## src/rtl/mem_access.sv

```systemverilog
// MEM stage data-memory access: aligned loads/stores to a word-addressed bus with ack and timeout.
// Latency: NOP 1 cycle; aligned access stalls 2+N cycles; misaligned op faults in 1 cycle with no stall.
module mem_access #(
  parameter int unsigned TIMEOUT = 15
) (
  input  logic        clk,
  input  logic        rst,
  input  logic [31:0] mem_pc,
  input  logic [31:0] mem_mem_addr,
  input  logic [31:0] mem_mem_data,
  input  logic [31:0] mem_write_data,
  input  logic [3:0]  mem_mem_op,
  input  logic        mem_we,
  input  logic [4:0]  mem_write_reg,
  output logic        dmem_req,
  output logic        dmem_we,
  output logic [3:0]  dmem_be,
  output logic [31:0] dmem_addr,
  output logic [31:0] dmem_wdata,
  input  logic [31:0] dmem_rdata,
  input  logic        dmem_ack,
  output logic        stall_req,
  output logic [31:0] wb_pc,
  output logic [31:0] wb_write_data,
  output logic        wb_we,
  output logic [4:0]  wb_write_reg,
  output logic        mem_err,
  output logic [31:0] err_addr
);

  localparam logic [3:0] OP_LB  = 4'd1;
  localparam logic [3:0] OP_LBU = 4'd2;
  localparam logic [3:0] OP_LH  = 4'd3;
  localparam logic [3:0] OP_LHU = 4'd4;
  localparam logic [3:0] OP_LW  = 4'd5;
  localparam logic [3:0] OP_SB  = 4'd6;
  localparam logic [3:0] OP_SH  = 4'd7;
  localparam logic [3:0] OP_SW  = 4'd8;
  localparam logic [7:0] TO_CNT = TIMEOUT[7:0];

  typedef enum logic [1:0] {
    S_IDLE = 2'd0,
    S_REQ  = 2'd1,
    S_DONE = 2'd2
  } state_t;

  state_t      state_q, state_d;
  logic [7:0]  cnt_q, cnt_d;
  logic        timed_out_q, timed_out_d;
  logic [31:0] ldata_q, ldata_d;
  logic        req_q, req_d;
  logic        dwe_q, dwe_d;
  logic [3:0]  be_q, be_d;
  logic [31:0] addr_q, addr_d;
  logic [31:0] wdata_q, wdata_d;
  logic [31:0] wb_pc_q, wb_pc_d;
  logic [31:0] wb_data_q, wb_data_d;
  logic        wb_we_q, wb_we_d;
  logic [4:0]  wb_reg_q, wb_reg_d;
  logic        err_q, err_d;
  logic [31:0] err_addr_q, err_addr_d;
  logic        stall_c;

  logic        is_load, is_store, is_mem, misaligned;
  logic [3:0]  st_be;
  logic [31:0] st_wdata;
  logic [7:0]  ld_byte;
  logic [15:0] ld_half;
  logic [31:0] ld_ext;
  logic [7:0]  cnt_inc;

  always_comb begin
    is_load    = (mem_mem_op >= OP_LB) && (mem_mem_op <= OP_LW);
    is_store   = (mem_mem_op >= OP_SB) && (mem_mem_op <= OP_SW);
    is_mem     = is_load || is_store;
    misaligned = 1'b0;
    if ((mem_mem_op == OP_LH) || (mem_mem_op == OP_LHU) || (mem_mem_op == OP_SH))
      misaligned = mem_mem_addr[0];
    else if ((mem_mem_op == OP_LW) || (mem_mem_op == OP_SW))
      misaligned = (mem_mem_addr[1:0] != 2'b00);
  end

  always_comb begin
    st_be    = 4'b1111;
    st_wdata = 32'd0;
    case (mem_mem_op)
      OP_SB: begin
        st_be    = 4'b0001 << mem_mem_addr[1:0];
        st_wdata = {4{mem_mem_data[7:0]}};
      end
      OP_SH: begin
        st_be    = mem_mem_addr[1] ? 4'b1100 : 4'b0011;
        st_wdata = {2{mem_mem_data[15:0]}};
      end
      OP_SW: begin
        st_be    = 4'b1111;
        st_wdata = mem_mem_data;
      end
      default: begin
        st_be    = 4'b1111;
        st_wdata = 32'd0;
      end
    endcase
  end

  // Lane selection uses the live address; it is held stable by the stall.
  always_comb begin
    case (mem_mem_addr[1:0])
      2'd0:    ld_byte = dmem_rdata[7:0];
      2'd1:    ld_byte = dmem_rdata[15:8];
      2'd2:    ld_byte = dmem_rdata[23:16];
      default: ld_byte = dmem_rdata[31:24];
    endcase
    ld_half = mem_mem_addr[1] ? dmem_rdata[31:16] : dmem_rdata[15:0];
    case (mem_mem_op)
      OP_LB:   ld_ext = {{24{ld_byte[7]}}, ld_byte};
      OP_LBU:  ld_ext = {24'd0, ld_byte};
      OP_LH:   ld_ext = {{16{ld_half[15]}}, ld_half};
      OP_LHU:  ld_ext = {16'd0, ld_half};
      default: ld_ext = dmem_rdata;
    endcase
  end

  assign cnt_inc = cnt_q + 8'd1;

  always_comb begin
    state_d     = state_q;
    cnt_d       = cnt_q;
    timed_out_d = timed_out_q;
    ldata_d     = ldata_q;
    req_d       = req_q;
    dwe_d       = dwe_q;
    be_d        = be_q;
    addr_d      = addr_q;
    wdata_d     = wdata_q;
    wb_pc_d     = wb_pc_q;
    wb_data_d   = wb_data_q;
    wb_we_d     = wb_we_q;
    wb_reg_d    = wb_reg_q;
    err_d       = 1'b0;
    err_addr_d  = err_addr_q;
    stall_c     = 1'b0;
    case (state_q)
      S_IDLE: begin
        if (is_mem && !misaligned) begin
          stall_c     = 1'b1;
          wb_we_d     = 1'b0;
          state_d     = S_REQ;
          req_d       = 1'b1;
          dwe_d       = is_store;
          be_d        = st_be;
          addr_d      = {mem_mem_addr[31:2], 2'b00};
          wdata_d     = st_wdata;
          cnt_d       = 8'd0;
          timed_out_d = 1'b0;
        end else if (is_mem) begin
          wb_pc_d    = mem_pc;
          wb_reg_d   = mem_write_reg;
          wb_data_d  = mem_write_data;
          wb_we_d    = 1'b0;
          err_d      = 1'b1;
          err_addr_d = mem_mem_addr;
        end else begin
          wb_pc_d   = mem_pc;
          wb_reg_d  = mem_write_reg;
          wb_data_d = mem_write_data;
          wb_we_d   = mem_we;
        end
      end
      S_REQ: begin
        stall_c = 1'b1;
        wb_we_d = 1'b0;
        // Ack has priority over a timeout expiring in the same cycle.
        if (dmem_ack) begin
          state_d = S_DONE;
          req_d   = 1'b0;
          dwe_d   = 1'b0;
          ldata_d = ld_ext;
        end else begin
          cnt_d = cnt_inc;
          if (cnt_inc == TO_CNT) begin
            state_d     = S_DONE;
            req_d       = 1'b0;
            dwe_d       = 1'b0;
            timed_out_d = 1'b1;
          end
        end
      end
      S_DONE: begin
        state_d   = S_IDLE;
        wb_pc_d   = mem_pc;
        wb_reg_d  = mem_write_reg;
        wb_data_d = is_load ? ldata_q : mem_write_data;
        if (timed_out_q) begin
          wb_we_d    = 1'b0;
          err_d      = 1'b1;
          err_addr_d = mem_mem_addr;
        end else begin
          wb_we_d = mem_we;
        end
      end
      default: state_d = S_IDLE;
    endcase
  end

  always_ff @(posedge clk or negedge rst) begin
    if (!rst) begin
      state_q     <= S_IDLE;
      cnt_q       <= 8'd0;
      timed_out_q <= 1'b0;
      ldata_q     <= 32'd0;
      req_q       <= 1'b0;
      dwe_q       <= 1'b0;
      be_q        <= 4'd0;
      addr_q      <= 32'd0;
      wdata_q     <= 32'd0;
      wb_pc_q     <= 32'd0;
      wb_data_q   <= 32'd0;
      wb_we_q     <= 1'b0;
      wb_reg_q    <= 5'd0;
      err_q       <= 1'b0;
      err_addr_q  <= 32'd0;
    end else begin
      state_q     <= state_d;
      cnt_q       <= cnt_d;
      timed_out_q <= timed_out_d;
      ldata_q     <= ldata_d;
      req_q       <= req_d;
      dwe_q       <= dwe_d;
      be_q        <= be_d;
      addr_q      <= addr_d;
      wdata_q     <= wdata_d;
      wb_pc_q     <= wb_pc_d;
      wb_data_q   <= wb_data_d;
      wb_we_q     <= wb_we_d;
      wb_reg_q    <= wb_reg_d;
      err_q       <= err_d;
      err_addr_q  <= err_addr_d;
    end
  end

  // Stall is forced low while reset is held so every output reads zero.
  assign stall_req     = rst & stall_c;
  assign dmem_req      = req_q;
  assign dmem_we       = dwe_q;
  assign dmem_be       = be_q;
  assign dmem_addr     = addr_q;
  assign dmem_wdata    = wdata_q;
  assign wb_pc         = wb_pc_q;
  assign wb_write_data = wb_data_q;
  assign wb_we         = wb_we_q;
  assign wb_write_reg  = wb_reg_q;
  assign mem_err       = err_q;
  assign err_addr      = err_addr_q;

endmodule

```

## config.mk

```make
export PLATFORM = sky130hd
export DESIGN_NAME = mem_access
export DESIGN_NICKNAME = d
export VERILOG_FILES = /design/src/rtl/mem_access.sv
export SDC_FILE = /design/constraint.sdc
export NUM_CORES = 1
export LEC_CHECK = 0
export ABC_AREA = 0
export CAP_MARGIN = 20
export CORE_ASPECT_RATIO = 1.75
export CORE_MARGIN = 2
export CORE_UTILIZATION = 30
export CTS_BUF_LIST = sky130_fd_sc_hd__clkbuf_8 sky130_fd_sc_hd__clkbuf_16
export CTS_CLUSTER_DIAMETER = 80
export DETAILED_ROUTE_END_ITERATION = 8
export GPL_ROUTABILITY_DRIVEN = 1
export HOLD_SLACK_MARGIN = 0.03
export PLACE_DENSITY = 0.68
export SLEW_MARGIN = 20
export SYNTH_ARGS = -nofsm -noshare
export SYNTH_HDL_FRONTEND = slang
export SYNTH_SLANG_ARGS = --single-unit
```

## constraint.sdc

```tcl
create_clock -name clk -period 3.9 [get_ports clk]
set_input_delay 0.975 -clock clk [delete_from_list [all_inputs] [get_ports clk]]
set_output_delay 0.975 -clock clk [all_outputs]
set_load 0.005 [all_outputs]
```

; Word level (Yosys, flattened, before mapping)
; Index checks and enable logic that the tools add are counted.
[totals]
register_bits = 214
input_bits = 173
wordCells = 110
[op_classes]
addsub = 1
order_cmp = 4
eq_ne = 20
shifts = 1
n_mux = 46
n_bitwise = 1
n_reduce_logical = 22
[ops]
columns = operator, count
row1 = $mux W32, 6
row2 = $pmux W32 S2, 3
row3 = $pmux W32 S4, 1
row4 = $pmux W32 S3, 1
row5 = $pmux W8 S3, 1
row6 = $eq A4 B3 Y1 const B, 4
row7 = $mux W1, 16
row8 = $mux W16, 1
row9 = $mux W8, 2
row10 = $pmux W8 S2, 1
row11 = $ne A2 B2 Y1 const B, 6
row12 = $pmux W1 S2, 5
row13 = $pmux W5 S2, 1
row14 = $add A8 B1 Y8 const B, 1
row15 = $eq A4 B2 Y1 const B, 2
row16 = $eq A8 B4 Y1 const B, 1
row17 = $pmux W4 S2, 1
row18 = $reduce_and A2 Y1, 4
row19 = $reduce_and A4 Y1, 2
row20 = $mux W2, 3
row21 = $reduce_and A3 Y1, 2
row22 = $reduce_bool A2 Y1, 3
row23 = $mux W5, 1
row24 = $eq A2 B1 Y1 const B, 2
row25 = 18 further kinds, 25

; Depth between registers and ports, before layout
; Gate-level depths: netlist of run 1.
[logic_depth]
depth_word = 9
mapped_depth = 9
depth_no_buf = 7

; Worst setup path after synthesis of run 1
; No wires, ideal clock.
[synth_timing]
kind = input to output
start = in mem_mem_addr[0]
end = out stall_req
arrival_time_ns = 2.474
setup_slack_ns = 0.451
stages = 6
path_cell_list = buf_2 > nor2_1 > o2111ai_2 > nor2_2 > clkbuf_1 > o21a_1
[synth_via]
elab_chain_cells = 8
[synth_rtl]
columns = item, line
row1 = from (decl), 9  ; input logic [31:0] mem_mem_addr,
row2 = $reduce_bool A2 Y1, 80  ; misaligned = (mem_mem_addr[1:0] != 2'b00);
row3 = $mux W1, 79  ; else if ((mem_mem_op == OP_LW) || (mem_mem_op == OP_SW))
row4 = $mux W1 (*), 77  ; if ((mem_mem_op == OP_LH) || (mem_mem_op == OP_LHU) || (mem_mem_op == OP_SH))
row5 = $logic_not A1 Y1 (*), 145  ; if (is_mem && !misaligned) begin
row6 = $logic_and A1 B1 Y1 (*), 145
row7 = $mux W1 (*), 145
row8 = $pmux W1 S2 (*), 143  ; case (state_q)
row9 = $and A1 B1 Y1 (*), 243  ; assign stall_req = rst & stall_c;
row10 = to (decl), 22  ; output logic stall_req,
; Mark *: on every way between the ends. The rest lies on a longest branch, timed or not.

; Worst setup path in the final report of run 1
[layout_timing]
start = in mem_mem_op[1]
end = out stall_req
[layout_via]
elab_chain_cells = 9
[layout_rtl]
columns = item, line
row1 = from (decl), 12  ; input logic [3:0] mem_mem_op,
row2 = "$eq A4 B3 Y1, or another cell as far along", 79
row3 = $logic_or A1 B1 Y1 (on tied branches), "79, 77"
row4 = $mux W1 or $logic_or A1 B1 Y1 (tied branches), "79, 77"
row5 = $mux W1, 77
row6 = $logic_not A1 Y1, 145
row7 = $logic_and A1 B1 Y1 (*), 145
row8 = $mux W1 (*), 145
row9 = $pmux W1 S2 (*), 143
row10 = $and A1 B1 Y1 (*), 243
; Marks and branches as above.

==> results of run 1 <==
## worst register-to-register path, delay by kind of cell, from the launching register on
family,cells,cell delay [ns]
AOI/OAI and AO/OA,1,0.21
adders and majority gates,1,0.35
buffers and inverters,3,1.07
DFF,1,0.40
muxes,1,0.41
and+or+nand+nor,1,0.17
## worst max-delay path by stage
| stage | startpoint | endpoint | depth (start not counted) |
|---|---|---|---|
| after CTS | mem_mem_op[0] | stall_req | 7 |
| after detailed placement | mem_mem_op[2] | stall_req | 7 |
| after floorplan | mem_mem_addr[0] | stall_req | 6 |
| final | mem_mem_op[1] | stall_req | 7 |
| after global placement | mem_mem_op[2] | stall_req | 7 |
| after global routing | mem_mem_op[0] | stall_req | 7 |
## cell usage after synthesis, drive strengths merged (3+ instances only)
master    n  share of area, %
mux2i    41               4.2
o211ai    8              0.67
o21ai    59               3.0
a221oi    9              0.81
or4       3              0.23
clkbuf   29               1.1
a31oi    10              0.64
nand3    20               1.0
ha        6              0.77
inv       9              0.35
xnor2     3              0.27
mux2    100                13
a22oi     9              0.69
nand2    93               3.6
or3       6              0.38
a21oi    79               4.1
nor2     87               3.4
nand2b    4              0.26
nor3      3              0.15
and2      3              0.19
buf      32               2.4
o31ai    10              0.77
dfrtp   214                55
## cells by family after synthesis
kind of cell,share of synthesized area (%)
other,0.0384
flip-flops,54.9
XOR/XNOR,0.269
adder cells (fa/ha/maj),0.769
AO/OA/AOI/OAI,12.6
multiplexers,17.1
buffers and inverters,3.91
AND/OR/NAND/NOR,10.4
## per-layer routing
layer | share of wire [%] | vias to the layer above | wire length, µm | global-route usage, %
li1 | - | 3787 | - | -
met1 | 36 | 3954 | 11300 | 19.5
met2 | 53 | 316 | 16900 | 33.6
met3 | 6.2 | 84 | 1980 | 3.55
met4 | 5.2 | 0 | 1660 | 9.80
met5 | 0 | - | 0 | 0
## power breakdown
| group | total [mW] | switching [mW] | internal (mW) |
|---|---|---|---|
| sequential | 3.90 | 0.611 | 3.29 |
| clock | 2.21 | 0.909 | 1.30 |
| combinational | 4.74 | 1.91 | 2.83 |
## layout by cell type (no fill, tap or decap), drive strengths merged, types with 10 or more instances in the layout
cell           synthesis  routed
a31oi                 10      10
nand3                 20      20
o31ai                 10      10
clkdlybuf4s50          0     341
mux2i                 41      41
nor2                  87      87
nand2                 93      93
dfrtp                214     214
mux2                 100     100
o21ai                 59      59
a21oi                 79      79
clkbuf                29      25
buf                   32      35
inv                    9      16
## area by class of cell
class / count / share of cell area (%)
clock buffer: 25 / 4.17
inverter: 9 / 0.234
timing repair buffer: 378 / 25.9
clock inverter: 14 / 0.995
tap: 400 / 3.46
antenna: 6 / 0.104
sequential: 214 / 37.0
multi-input combinational: 594 / 28.1
## repair_timing
item                       CTS  global route
setup endpoints to repair    1             0
setup buffers                0             0
resized for setup            2             0
==> metrics.cfg, run 1 <==
[run_status]
run_status = complete, no violations

[layout]
drive_gt1_share_pct = 11.5
design_area_mm2 = 0.0145
area_growth_pct = 48.2
fill_cells = 3017
instances_no_fill = 1640
seqCellArea_mm2 = 0.00536
multi_input_area_mm2 = 0.00406
final_nets = 1398
utilization_pct = 45.0

[sta]
worst_pin_slew_ns = 0.842
clock.fmax_ghz = 0.264
hold_viol_final = 0
tns_ns = 0
whs_ns = 0.483
finalClockSkew_ns = 0.0130
setup_ws_ns = 0.118
rsz0062_at_grt = no
maxSlewHeadroom_pct = 43.8
min_period_over_period_pct = 97.0
min_period_ns = 3.78
drv_slew = 0
setup_viol = 0

[place]
dpl_cell_area_mm2 = 0.0137
port_buffers = 344
dpl.cell_count = 1595
dp_hpwl_mm = 23.6
gp_congestion = 0.837
dp_slack_ns = -0.115

[clock_tree]
cts_hold_buf = 0
clkLatencyLatePin_ns = 0.51
htree_levels = 1
clk_pin_slew_ns = 0.07
clock-root-buffer = clkbuf_16
cts_made_buffers = 22
clk_path_buf_depth = 3
cts_tree = done
clock_sinks = 214

[setup_path]
slowest_delay_ns = 0.55
r2r_slack_ns = 1.17
reg2regPathDepth = 7
r2r-start = state_q[0]$_DFFE_PN0P_
cp-start-kind = primary input
cp_cell_sequence = clkdlybuf4s50_1 > buf_4 > or4_1 > o2111ai_2 > nor2_4 > o21a_1 > dlygate4sd2_1
r2r-end = dmem_addr[28]$_DFFE_PN0P_
critPathTopFamily = buffers and inverters
critPathMaxFanout = 5
cp.required_ns = 2.92
critical_path_class = primary input to primary output
worst_path_max_delay_cell = or4_1
critPathBufInv = 3
critPathCaptureType = primary output
arrival_ns = 2.81

[drt]
vias = 8141
drt_iter0_drc = 365
ant_nets = 0
drc = 0
wire_per_inst_um = 19.4
viasPerCell = 4.96
wl_mm = 31.8
drtPass1Iterations = 5

[grt]
gr-total-overflow = 0
grt_pass1_wl_mm = 48.7
grt_usage_pct = 18.3
grt_pass1_vias = 8489
antenna_found_initial = 6
grt_max_degree = 139

[pwr]
p_leak_nw = 6.23
ir_drop_mv = 0.472
p_per_area_mw_per_mm2 = 751
total_power_mw = 10.9

[die]
core.rowCount = 87
core_area_mm2 = 0.0321
fp.dieH_um = 243
dieArea_mm2 = 0.0341
die_w_um = 140
start_util_pct = 30.4
boundaryPins = 347

[logic_synthesis]
ys_async_sr_fraction_pct = 100
netlist_area_mm2 = 0.00976
synth_cells = 877
synth_edf_count = 0
ys.flop_type = dfrtp_1
synth_cell_types = 61
synth_seq_cells = 214
yosys_warnings = 0
synth.avg_cell_area_um2 = 11.1
ys_seq_area_share_pct = 54.9

[worst_hold_path]
hp-start = wb_write_data[24]$_DFFE_PN0P_
hp-class = register to register
worstHoldPathCells = 2
min_to = wb_write_data[24]$_DFFE_PN0P_

[flow_run]
cap_violations = 0

(Power assumes the default switching activity.)
==> run 2: changes to the inputs <==
--- a/config.mk
+++ b/config.mk
@@ -12,6 +12,7 @@
 export CORE_UTILIZATION = 30
 export CTS_BUF_LIST = sky130_fd_sc_hd__clkbuf_8 sky130_fd_sc_hd__clkbuf_16
 export CTS_CLUSTER_DIAMETER = 80
+export CTS_CLUSTER_SIZE = 16
 export DETAILED_ROUTE_END_ITERATION = 8
 export GPL_ROUTABILITY_DRIVEN = 1
 export HOLD_SLACK_MARGIN = 0.03
==> run 2 against run 1 <==
  * Combinational power hardly changed
  * Critical path type unchanged
  * Design area shrank 2.1%
  * Worst setup slack better by 0.00082 ns
  * Power decreased by 5.8%
  * Clock skew grew 0.0063 ns
  * Largest cell class unchanged
  * Sequential share of layout area is 0.81 points higher
  * Count of clock-buffer cells in the layout is 8 lower
  * Worst hold slack about the same
==> metrics.cfg, run 2 (same netlist as run 1, synthesis figures left out) <==
[run_status]
run_status = complete, no violations

[pwr]
p_leak_nw = 6.06  ; -2.8%
ir_drop_mv = 0.499  ; +5.7%
p_per_area_mw_per_mm2 = 723  ; -3.8%

[die]
core.rowCount = 87  ; unchanged
dieArea_mm2 = 0.0341  ; unchanged
boundaryPins = 347  ; unchanged
start_util_pct = 30.4  ; unchanged
die_w_um = 140  ; unchanged
core_area_mm2 = 0.0321  ; unchanged
fp.dieH_um = 243  ; unchanged

[grt]
antenna_found_initial = 6  ; unchanged
grt_pass1_vias = 8359  ; -1.5%
grt_pass1_wl_mm = 48.7  ; -0.14%
gr-total-overflow = 0  ; unchanged
grt_usage_pct = 18.3  ; +0.022 points
grt_max_degree = 139  ; unchanged

[drt]
drc = 0  ; unchanged
wire_per_inst_um = 19.5  ; +0.58%
drt_iter0_drc = 337  ; -7.7%
drtPass1Iterations = 5  ; unchanged
vias = 8109  ; -0.39%
viasPerCell = 5.01  ; +0.90%
ant_nets = 0  ; unchanged
wl_mm = 31.6  ; -0.71%

[sta]
min_period_ns = 3.78  ; -0.000819 ns
drv_slew = 0  ; unchanged
rsz0062_at_grt = no
finalClockSkew_ns = 0.0193  ; +0.00629 ns
hold_viol_final = 0  ; unchanged
worst_pin_slew_ns = 0.816  ; -0.0264 ns
setup_viol = 0  ; unchanged
maxSlewHeadroom_pct = 45.6  ; +1.8 points
clock.fmax_ghz = 0.264  ; about the same
setup_ws_ns = 0.118  ; +0.000819 ns
min_period_over_period_pct = 97.0  ; about the same
tns_ns = 0  ; unchanged

[clock_tree]
clkLatencyLatePin_ns = 0.50  ; about the same
clock-root-buffer = clkbuf_16
clk_path_buf_depth = 3  ; unchanged
cts_tree = done
clk_pin_slew_ns = 0.07  ; about the same
clock_sinks = 214  ; unchanged
cts_hold_buf = 0  ; unchanged
htree_levels = 1  ; unchanged
cts_made_buffers = 17  ; -23%

[place]
dpl_cell_area_mm2 = 0.0137  ; unchanged
dpl.cell_count = 1595  ; unchanged
port_buffers = 344  ; unchanged
dp_slack_ns = -0.115  ; unchanged
dp_hpwl_mm = 23.6  ; unchanged
gp_congestion = 0.837  ; unchanged

[worst_hold_path]
hp-class = register to register
worstHoldPathCells = 2  ; unchanged
hp-start = wb_write_data[18]$_DFFE_PN0P_
min_to = wb_write_data[18]$_DFFE_PN0P_

[layout]
utilization_pct = 44.1  ; -0.97 points
multi_input_area_mm2 = 0.00406  ; unchanged
area_growth_pct = 45.0
seqCellArea_mm2 = 0.00536  ; unchanged
final_nets = 1393  ; -0.36%
mostFrequentLayoutCell = clkdlybuf4s50_1
fill_cells = 3035  ; +0.60%
drive_gt1_share_pct = 10.5  ; -1.0 points
final_cell_mix = 341 x clkdlybuf4s50_1, 214 x dfrtp_1, 93 x nand2_1
instances_no_fill = 1619  ; -1.3%
design_area_mm2 = 0.0142  ; -2.1%

[setup_path]
cp.required_ns = 2.92  ; about the same
critPathCaptureType = primary output
arrival_ns = 2.81  ; about the same
r2r-start = state_q[0]$_DFFE_PN0P_
r2r_slack_ns = 1.19  ; +0.02 ns
cp_cell_sequence = clkdlybuf4s50_1 > buf_4 > or4_1 > o2111ai_2 > nor2_4 > o21a_1 > dlygate4sd2_1
cp-start-kind = primary input
reg2regPathDepth = 7  ; unchanged
critPathMaxFanout = 5  ; unchanged
slowest_delay_ns = 0.55  ; about the same
critical_path_class = primary input to primary output
r2r-end = dmem_addr[28]$_DFFE_PN0P_
worst_path_max_delay_cell = or4_1

[flow_run]
cap_violations = 0  ; unchanged

-- run 2: changes by cell type in the layout (fill, tap and decap cells not counted) --
cell | before | now
clkbuf_16 | 23 | 17
inv_1 | 15 | 9
bufinv_16 | 3 | 0
clkinv_2 | 3 | 0
clkbuf_8 | 2 | 0
clkinvlp_4 | 1 | 0
inv_6 | 1 | 0
inv_8 | 0 | 1
-- run 2: power breakdown --
part	leakage (nW)	internal [mW]	switching (mW)
logic	3.30	2.83	1.91
registers	2.54	3.29	0.610
clock network	0.216	0.783	0.803
-- run 2: layout make-up --
cell class | instances | share of cell area (%)
antenna | 6 | 0.106
timing repair buffer | 378 | 26.5
multi-input combinational | 594 | 28.7
clock inverter | 1 | 0.0796
tap | 400 | 3.54
clock buffer | 17 | 3.01
inverter | 9 | 0.239
sequential | 214 | 37.8
-- run 2: critical path: cells and delay by family --
family | cells | cell delay (ns)
AOI/OAI and AO/OA | 2 | 0.32
buffers and inverters | 3 | 0.89
and+or+nand+nor | 2 | 0.62
-- run 2: stage by stage --
step,hold slack (ns),power [mW]
after floorplan,0.470,6.12
after global placement,0.462,8.61
after detailed placement,0.472,8.74
after CTS,0.489,10.4
after global routing,0.503,10.9
final,0.483,10.2
-- run 2: layer usage --
metal	GRT usage, %	wire [µm]	share of wire, %	up-vias
met3	3.39	1870	5.9	84
li1	-	-	-	3763
met4	10.1	1740	5.5	0
met2	33.3	16700	53	327
met5	0	0	0	-
met1	19.8	11300	36	3935
-- run 2: worst max path at each step --
stage,from,end,slack [ns],cells past startpoint
2_1_floorplan,mem_mem_addr[0],stall_req,0.45,6
3_3_place_gp,mem_mem_op[2],stall_req,-0.09,7
3_5_place_dp,mem_mem_op[2],stall_req,-0.11,7
4_1_cts,mem_mem_op[0],stall_req,0.12,7
5_1_grt,mem_mem_op[0],stall_req,0.06,7
6_report,mem_mem_op[1],stall_req,0.12,7
-- run 2: timing repair --
action | CTS | global route
resized for setup | 2 | 0
setup buffers | 0 | 0
endpoints found under the hold margin | 0 | 0
endpoints found under the setup margin | 1 | 0
